### src/rtl/seq_pkg.sv
// seq_pkg: shared operation encoding for the program sequencer.
package seq_pkg;

    // Two-bit op select presented on program_sequencer.op
    localparam logic [1:0] OP_NEXT   = 2'b00;
    localparam logic [1:0] OP_BRANCH = 2'b01;
    localparam logic [1:0] OP_CALL   = 2'b10;
    localparam logic [1:0] OP_RETURN = 2'b11;

endpackage : seq_pkg

### src/rtl/program_sequencer_return_stack.sv
// return_stack: LIFO of return addresses for the program sequencer.
// A push while full and a pop while empty are ignored. dout shows the current
// top entry combinationally. Entry storage is never cleared; reset only
// rewinds the entry count.
module return_stack #(
    parameter int WIDTH = 16,
    parameter int DEPTH = 8
) (
    input  logic                           clk,
    input  logic                           reset,
    input  logic                           push,
    input  logic                           pop,
    input  logic [WIDTH-1:0]               din,
    output logic [WIDTH-1:0]               dout,
    output logic [$clog2(DEPTH+1)-1:0]     count,
    output logic                           full,
    output logic                           empty
);

    localparam int CW = $clog2(DEPTH + 1);
    localparam int IW = $clog2(DEPTH);

    logic [WIDTH-1:0] mem [DEPTH];
    logic [CW-1:0]    count_q;
    logic [CW-1:0]    count_d;
    logic             wr_en;
    logic [IW-1:0]    wr_idx;
    logic [IW-1:0]    top_idx;
    logic             do_push;
    logic             do_pop;

    assign full    = (count_q == CW'(DEPTH));
    assign empty   = (count_q == '0);
    assign top_idx = IW'(count_q - CW'(1));
    assign do_push = push && !full;
    assign do_pop  = pop && !empty;
    assign count   = count_q;
    assign dout    = mem[top_idx];

    // Next count and write port; simultaneous push/pop replaces the top entry
    always_comb begin
        count_d = count_q;
        wr_en   = 1'b0;
        wr_idx  = IW'(count_q);
        if (do_push && do_pop) begin
            wr_en  = 1'b1;
            wr_idx = top_idx;
        end else if (do_push) begin
            wr_en   = 1'b1;
            wr_idx  = IW'(count_q);
            count_d = count_q + CW'(1);
        end else if (do_pop) begin
            count_d = count_q - CW'(1);
        end
    end

    // Entry count register, rewound by reset
    always_ff @(posedge clk) begin
        if (reset) begin
            count_q <= '0;
        end else begin
            count_q <= count_d;
        end
    end

    // Entry storage; contents survive reset
    always_ff @(posedge clk) begin
        if (wr_en) begin
            mem[wr_idx] <= din;
        end
    end

endmodule : return_stack

### src/rtl/program_sequencer.sv
// program_sequencer: program counter with NEXT/BRANCH/CALL/RETURN and a
// return-address stack. Sticky overflow/underflow flags clear only on reset.
// Build option: define BRANCH_REL_EN to make BRANCH/CALL targets relative
// (addr_out + signed branch_addr); otherwise targets are absolute.
module program_sequencer
    import seq_pkg::*;
#(
    parameter int                ADDR_W      = 16,
    parameter int                STACK_DEPTH = 8,
    parameter logic [ADDR_W-1:0] RESET_ADDR  = '0
) (
    input  logic                             clk,
    input  logic                             reset,
    input  logic [1:0]                       op,
    input  logic [ADDR_W-1:0]                branch_addr,
    input  logic                             stall,
    output logic [ADDR_W-1:0]                addr_out,
    output logic [$clog2(STACK_DEPTH+1)-1:0] stack_depth,
    output logic                             overflow,
    output logic                             underflow
);

    localparam int DW = $clog2(STACK_DEPTH + 1);

    logic [ADDR_W-1:0] addr_q;
    logic [ADDR_W-1:0] addr_d;
    logic              overflow_q;
    logic              overflow_d;
    logic              underflow_q;
    logic              underflow_d;
    logic [ADDR_W-1:0] pc_inc;
    logic [ADDR_W-1:0] target;
    logic              stk_push;
    logic              stk_pop;
    logic [ADDR_W-1:0] stk_dout;
    logic [DW-1:0]     stk_count;
    logic              stk_full;
    logic              stk_empty;

    // Wraps naturally at 2^ADDR_W; also the return address for CALL
    assign pc_inc = addr_q + ADDR_W'(1);

`ifdef BRANCH_REL_EN
    // Modular add is identical to adding a two's-complement signed offset
    assign target = addr_q + branch_addr;
`else
    assign target = branch_addr;
`endif

    // Next program counter, flag updates and stack commands for this cycle
    always_comb begin
        addr_d      = addr_q;
        overflow_d  = overflow_q;
        underflow_d = underflow_q;
        stk_push    = 1'b0;
        stk_pop     = 1'b0;
        if (!stall) begin
            case (op)
                OP_NEXT: begin
                    addr_d = pc_inc;
                end
                OP_BRANCH: begin
                    addr_d = target;
                end
                OP_CALL: begin
                    addr_d = target;
                    if (stk_full) begin
                        overflow_d = 1'b1;
                    end else begin
                        stk_push = 1'b1;
                    end
                end
                OP_RETURN: begin
                    if (stk_empty) begin
                        addr_d      = pc_inc;
                        underflow_d = 1'b1;
                    end else begin
                        addr_d  = stk_dout;
                        stk_pop = 1'b1;
                    end
                end
                default: begin
                    addr_d = addr_q;
                end
            endcase
        end
    end

    // Program counter and sticky flags; reset overrides stall and op
    always_ff @(posedge clk) begin
        if (reset) begin
            addr_q      <= RESET_ADDR;
            overflow_q  <= 1'b0;
            underflow_q <= 1'b0;
        end else begin
            addr_q      <= addr_d;
            overflow_q  <= overflow_d;
            underflow_q <= underflow_d;
        end
    end

    return_stack #(
        .WIDTH (ADDR_W),
        .DEPTH (STACK_DEPTH)
    ) u_return_stack (
        .clk   (clk),
        .reset (reset),
        .push  (stk_push),
        .pop   (stk_pop),
        .din   (pc_inc),
        .dout  (stk_dout),
        .count (stk_count),
        .full  (stk_full),
        .empty (stk_empty)
    );

    assign addr_out    = addr_q;
    assign stack_depth = stk_count;
    assign overflow    = overflow_q;
    assign underflow   = underflow_q;

endmodule : program_sequencer

### config.mk
export PLATFORM = sky130hd
export DESIGN_NAME = program_sequencer
export DESIGN_NICKNAME = d
export VERILOG_FILES = /design/src/rtl/seq_pkg.sv /design/src/rtl/program_sequencer_return_stack.sv /design/src/rtl/program_sequencer.sv
export SDC_FILE = /design/constraint.sdc
export NUM_CORES = 1
export LEC_CHECK = 0
export CORE_UTILIZATION = 63
export CTS_CLUSTER_SIZE = 8
export DETAILED_ROUTE_END_ITERATION = 12
export PLACE_DENSITY = 0.94
export SLEW_MARGIN = 10
export SYNTH_ARGS = -nofsm -noshare
export SYNTH_HDL_FRONTEND = slang
export SYNTH_HIERARCHICAL = 1
export SYNTH_SLANG_ARGS = --single-unit
### constraint.sdc
create_clock -name clk -period 8 [get_ports clk]
set_input_delay 2.4 -clock clk [delete_from_list [all_inputs] [get_ports clk]]
set_output_delay 2.4 -clock clk [all_outputs]
set_load 0.01 [all_outputs]
==> After elaboration in Yosys (flattened, before gate mapping) <==
Memories as Yosys holds them, arrays and structs flattened.
Cells that the tools add are included.
Widths: inputs -> output; s select.
{ "op_classes": {"bitwise": 2, "mux": 15, "n_eq_ne": 4, "addsub": 3, "reduce_logical": 12} }
{ "op_table": {"columns": ["op", "n"], "rows": [
  ["$pmux 16 s3", 1],
  ["$add 16x1->16 const B", 1],
  ["$mux 16", 1],
  ["$mux 1", 10],
  ["$mux 4", 2],
  ["$reduce_and 3->1", 2],
  ["$add 4x1->4 const B", 1],
  ["$eq 2x2->1 const B", 2],
  ["$eq 4x4->1 const B", 1],
  ["$logic_not 4->1", 1],
  ["$sub 4x1->4 const B", 1],
  ["$logic_and 1x1->1", 3],
  ["$mux 3", 1],
  ["$eq 2x1->1 const B", 1],
  ["$logic_not 1->1", 2],
  ["$logic_not 2->1", 1],
  ["$not 1->1", 2],
  ["$reduce_and 2->1", 1],
  ["$reduce_bool 2->1", 1],
  ["$reduce_or 2->1", 1]
]} }
{ "word_totals": {"memories": 1, "mem_bits_rw": 128, "word_cells": 41, "out_inout_bits": 22, "in_bits": 21, "register_bits": 22} }
{ "mem_list": {"columns": ["name", "words", "width", "read_ports", "rd_ports_with_merged_regs", "write_ports", "line", "source"], "rows": [
  ["u_return_stack.mem", 8, 16, 1, 0, 1, "program_sequencer_return_stack.sv:23", "logic [WIDTH-1:0] mem [DEPTH];"]
]} }

==> Longest topological paths before layout <==
{ "logic_depth": {"ltp_word": 9, "ltp_mapped": 15} }

==> Modules after synthesis <==
Netlist, hierarchy kept.
{ "by_module_without_submodules": {"columns": ["module", "n_inst", "area_each_um2", "seq_area_each_um2", "cells_each"], "rows": [
  ["return_stack", 1, 5362.6, 3923.8, 252],
  ["program_sequencer", 1, 1482.7, 360.3, 188]
]} }

==> Worst setup path before layout <==
OpenSTA, ideal clock, no wires.
{ "synth_path": {"path_kind": "input-to-reg", "start": "input stall", "end": "memory u_return_stack.mem[0][0], enable pin", "cell_stages": 9, "arrival_time_ns": 5.531, "setup_slack_ns": 2.056, "setup_time_ns": 0.413, "cell_sequence": "clkbuf_1 > buf_1 > nor3b_1 > clkinv_1 > nor2_1 > ha_1 > nand2_1 > o2bb2a_1 > nor3b_1"} }
{ "synth_via": {"elab_chain_cells": 6} }
{ "synth_lines": {"columns": ["item", "line", "source"], "rows": [
  ["start: declaration", "program_sequencer.sv:16", "input logic stall,"],
  ["$mux 1 (*)", "program_sequencer.sv:57", "if (!stall) begin"],
  ["via stk_push", "program_sequencer.sv:33", "logic stk_push;"],
  ["$logic_and 1x1->1 (*)", "program_sequencer_return_stack.sv:35", "assign do_push = push && !full;"],
  ["$mux 1 or $logic_and 1x1->1 (tied branches)", "program_sequencer_return_stack.sv:48, program_sequencer_return_stack.sv:45", null],
  ["$mux 1", "program_sequencer_return_stack.sv:45", "if (do_push && do_pop) begin"],
  ["$mux 1", "program_sequencer_return_stack.sv:68", "if (wr_en) begin"],
  ["$mux 1 (not written as such)", "program_sequencer_return_stack.sv:69", "mem[wr_idx] <= din;"],
  ["end: declaration", "program_sequencer_return_stack.sv:23", null]
]} }
The timed path passes the listed nets; every way through them passes the cells marked *.

==> Worst setup path in the final report <==
{ "layout_path": {"start": "input stall", "end": "memory u_return_stack.mem[3][7], enable pin"} }
Same word-level chain as after synthesis.

==> flow_summary.ini <==
[detailed_routing]
drt_iter0_markers = 639
routedWlPerCell_um = 27.6
drcViolationCount = 0
vias = 4512
drt-total-wl_um = 17200
ant_nets = 0
dr.pass1.iters = 6
routed_via_density = 7.23

[floorplanning]
initial_core_util = 0.657
core_area_um2 = 10400
die_h_um = 106
io_pins = 43
die_w_um = 106
row_count = 37
die-area_um2 = 11300

[power]
clockPowerShare = 0.396
switching_share = 0.260
power.internal_mw = 1.40
power_density_nw_per_um2 = 241
switchingPower_mw = 0.494
power_frac_seq = 0.470
pwr-share-comb = 0.134
peakVddDrop_mv = 0.156
power_leakage_nw = 2.59

[timing]
slew_viol_final = 0
period_minus_slack_ns = 6.11
fmax_mhz = 164
setup_viol = 0
finClkSkew_ns = 0.00582
fin_crit_sh = 0.764
hold_viol_final = 0
tightest_slew_ns = 1.24
rsz0062_at_grt = no
tns_ns = 0
slew_headroom = 0.175

[setup_path]
endpoint_kind = flip-flop
slowest_delay_ns = 0.88
critPathArrivalTime_ns = 6.27
crit_fanout = 22
critPathKind = in -> reg
crit_path_top_delay_cell = a21oi_2
cp_data_required_time_ns = 8.16
path_cells = clkdlybuf4s50_1 -> nor3b_1 -> clkinv_1 -> nor2_1 -> ha_1 -> nor2b_1 -> o21ai_0 -> a21oi_2
cp-start-kind = input port

[yosys]
synth-edff-count = 128
ys_top_cells_by_count = edfxtp_1, mux4_2, dfxtp_1, a21oi_1, mux2_2
synth_most_common_cell = edfxtp_1
yosysTopAreaCell = edfxtp_1
syn_nets = 469
ys_top_cells_by_area = edfxtp_1, mux4_2, dfxtp_1, mux4_1, mux2_2
synthDistinctLibCells = 66
synth_top_flop_cell = edfxtp_1
ys_seq_area_frac = 0.626
synth_area_per_cell_um2 = 15.6
syn-cell-area_um2 = 6850
synthCells = 440
yosysWarnings = 6
netlist.area_leader.share = 0.562
synth-seq-cells = 150
synthArstFlopShare = 0

[flow_run]
max_cap_viol_count = 0

[placement]
dp_hpwl_um = 10800
numPortBuffers = 42
placed_cell_area_um2 = 7320
place_congestion = 0.918

[clock_network]
cts.clk_slew.worst_paths_ns = 0.06
cts-root-buf = clkbuf_8
cts_hold_buf = 0
htree_levels = 4
cts_resized = 0
cts_tree = done
clk_latency_ns = 0.54
cts.sinks = 150
ctsLongestPathBuffers = 2
cts_buffers = 17
postCtsSetupBuffers = 0

[grt]
track_usage = 0.328
grt_pass1_wl_um = 26000
grt_pass1_vias = 4387
grt_max_degree = 43
antenna_found_initial = 0
overflow = 0

[finish]
final_layout_size_suffix_gt1_frac = 0.199
diodes = 0
nets = 504
fillers = 582
final_area_um2 = 7880
syn_to_final_growth_pct = 15.1

[status]
outcome = finished, final reports clean

[worst_hold_path]
hold_class = reg -> reg
-- cells in the final DEF (no fill, tap or decap), drive strengths merged, types with 6 or more instances in the layout --
master,count
mux2,18
a21oi,20
nor2,16
o32a,6
clkbuf,17
o21ai,7
inv,22
edfxtp,128
clkinv,7
nand4,9
nand2,15
xnor2,11
o32ai,6
clkdlybuf4s50,42
dfxtp,22
ha,8
mux4,32
nand3,8
buf,6
a22oi,14
-- routing by layer --
layer | vias up | wire, um | global-route usage
met5 | - | 0 | 0
met1 | 2194 | 6050 | 0.435
met4 | 0 | 832 | 0.169
met3 | 81 | 2050 | 0.0889
li1 | 1842 | - | -
met2 | 395 | 8320 | 0.500
-- critical path, delay by kind of cell --
kind                     cells  cell delay [ns]
AO/OA/AOI/OAI                2             1.10
adder cells (fa/ha/maj)      1             0.28
buffers and inverters        2             1.29
AND/OR/NAND/NOR              3             1.19
-- layout make-up --
class	instances	area (um^2)	area share
Multi-Input combinational cell	242	2340	0.297
Clock inverter	15	143	0.0181
Timing Repair Buffer	48	465	0.0591
Clock buffer	17	414	0.0526
Sequential cell	150	4290	0.544
Inverter	16	60.1	0.00762
Tap cell	136	170	0.0216
-- per-stage QoR --
stage | cells | util | hold WS [ns] | total power [mW] | worst slack, ns
floorplan | 440 | - | 0.505 | 1.07 | 2.06
global placement | 592 | 0.703 | 0.458 | 1.14 | 1.72
detailed placement | 592 | 0.703 | 0.475 | 1.15 | 1.53
CTS | 624 | 0.756 | 0.490 | 1.89 | 1.98
global route | 624 | 0.756 | 0.518 | 1.94 | 1.60
finish | 624 | 0.756 | 0.477 | 1.90 | 1.89
-- state kept, by name, indices dropped and copies added (netlist names) --
signal	count
addr_out	16
overflow	1
u_return_stack/count	4
u_return_stack/mem	128
underflow	1
-- cells by family after synthesis --
group | share of synthesized area
fa+ha+maj | 0.0146
flops | 0.626
compound gates | 0.0837
simple gates | 0.0731
buf+inv | 0.0369
xor+xnor | 0.0216
mux | 0.144
-- power by group through the flow --
stage,sequential [mW],combinational (mW),clock [mW]
4_1_cts,0.890,0.247,0.750
3_5_place_dp,0.906,0.243,0
6_report,0.892,0.253,0.751
3_3_place_gp,0.905,0.235,0
5_1_grt,0.892,0.264,0.785
2_1_floorplan,0.899,0.167,0
-- path summary, 6_finish.rpt --
path / startpoint / end / slack [ns] / cells past startpoint
min reg2reg: overflow / overflow / 0.48 / 2
max: stall / u_return_stack/mem[3][7] / 1.89 / 8
min: overflow / overflow / 0.48 / 2
max reg2reg: u_return_stack/count[1] / u_return_stack/mem[3][11] / 3.58 / 10
(Power assumes the default switching activity.)
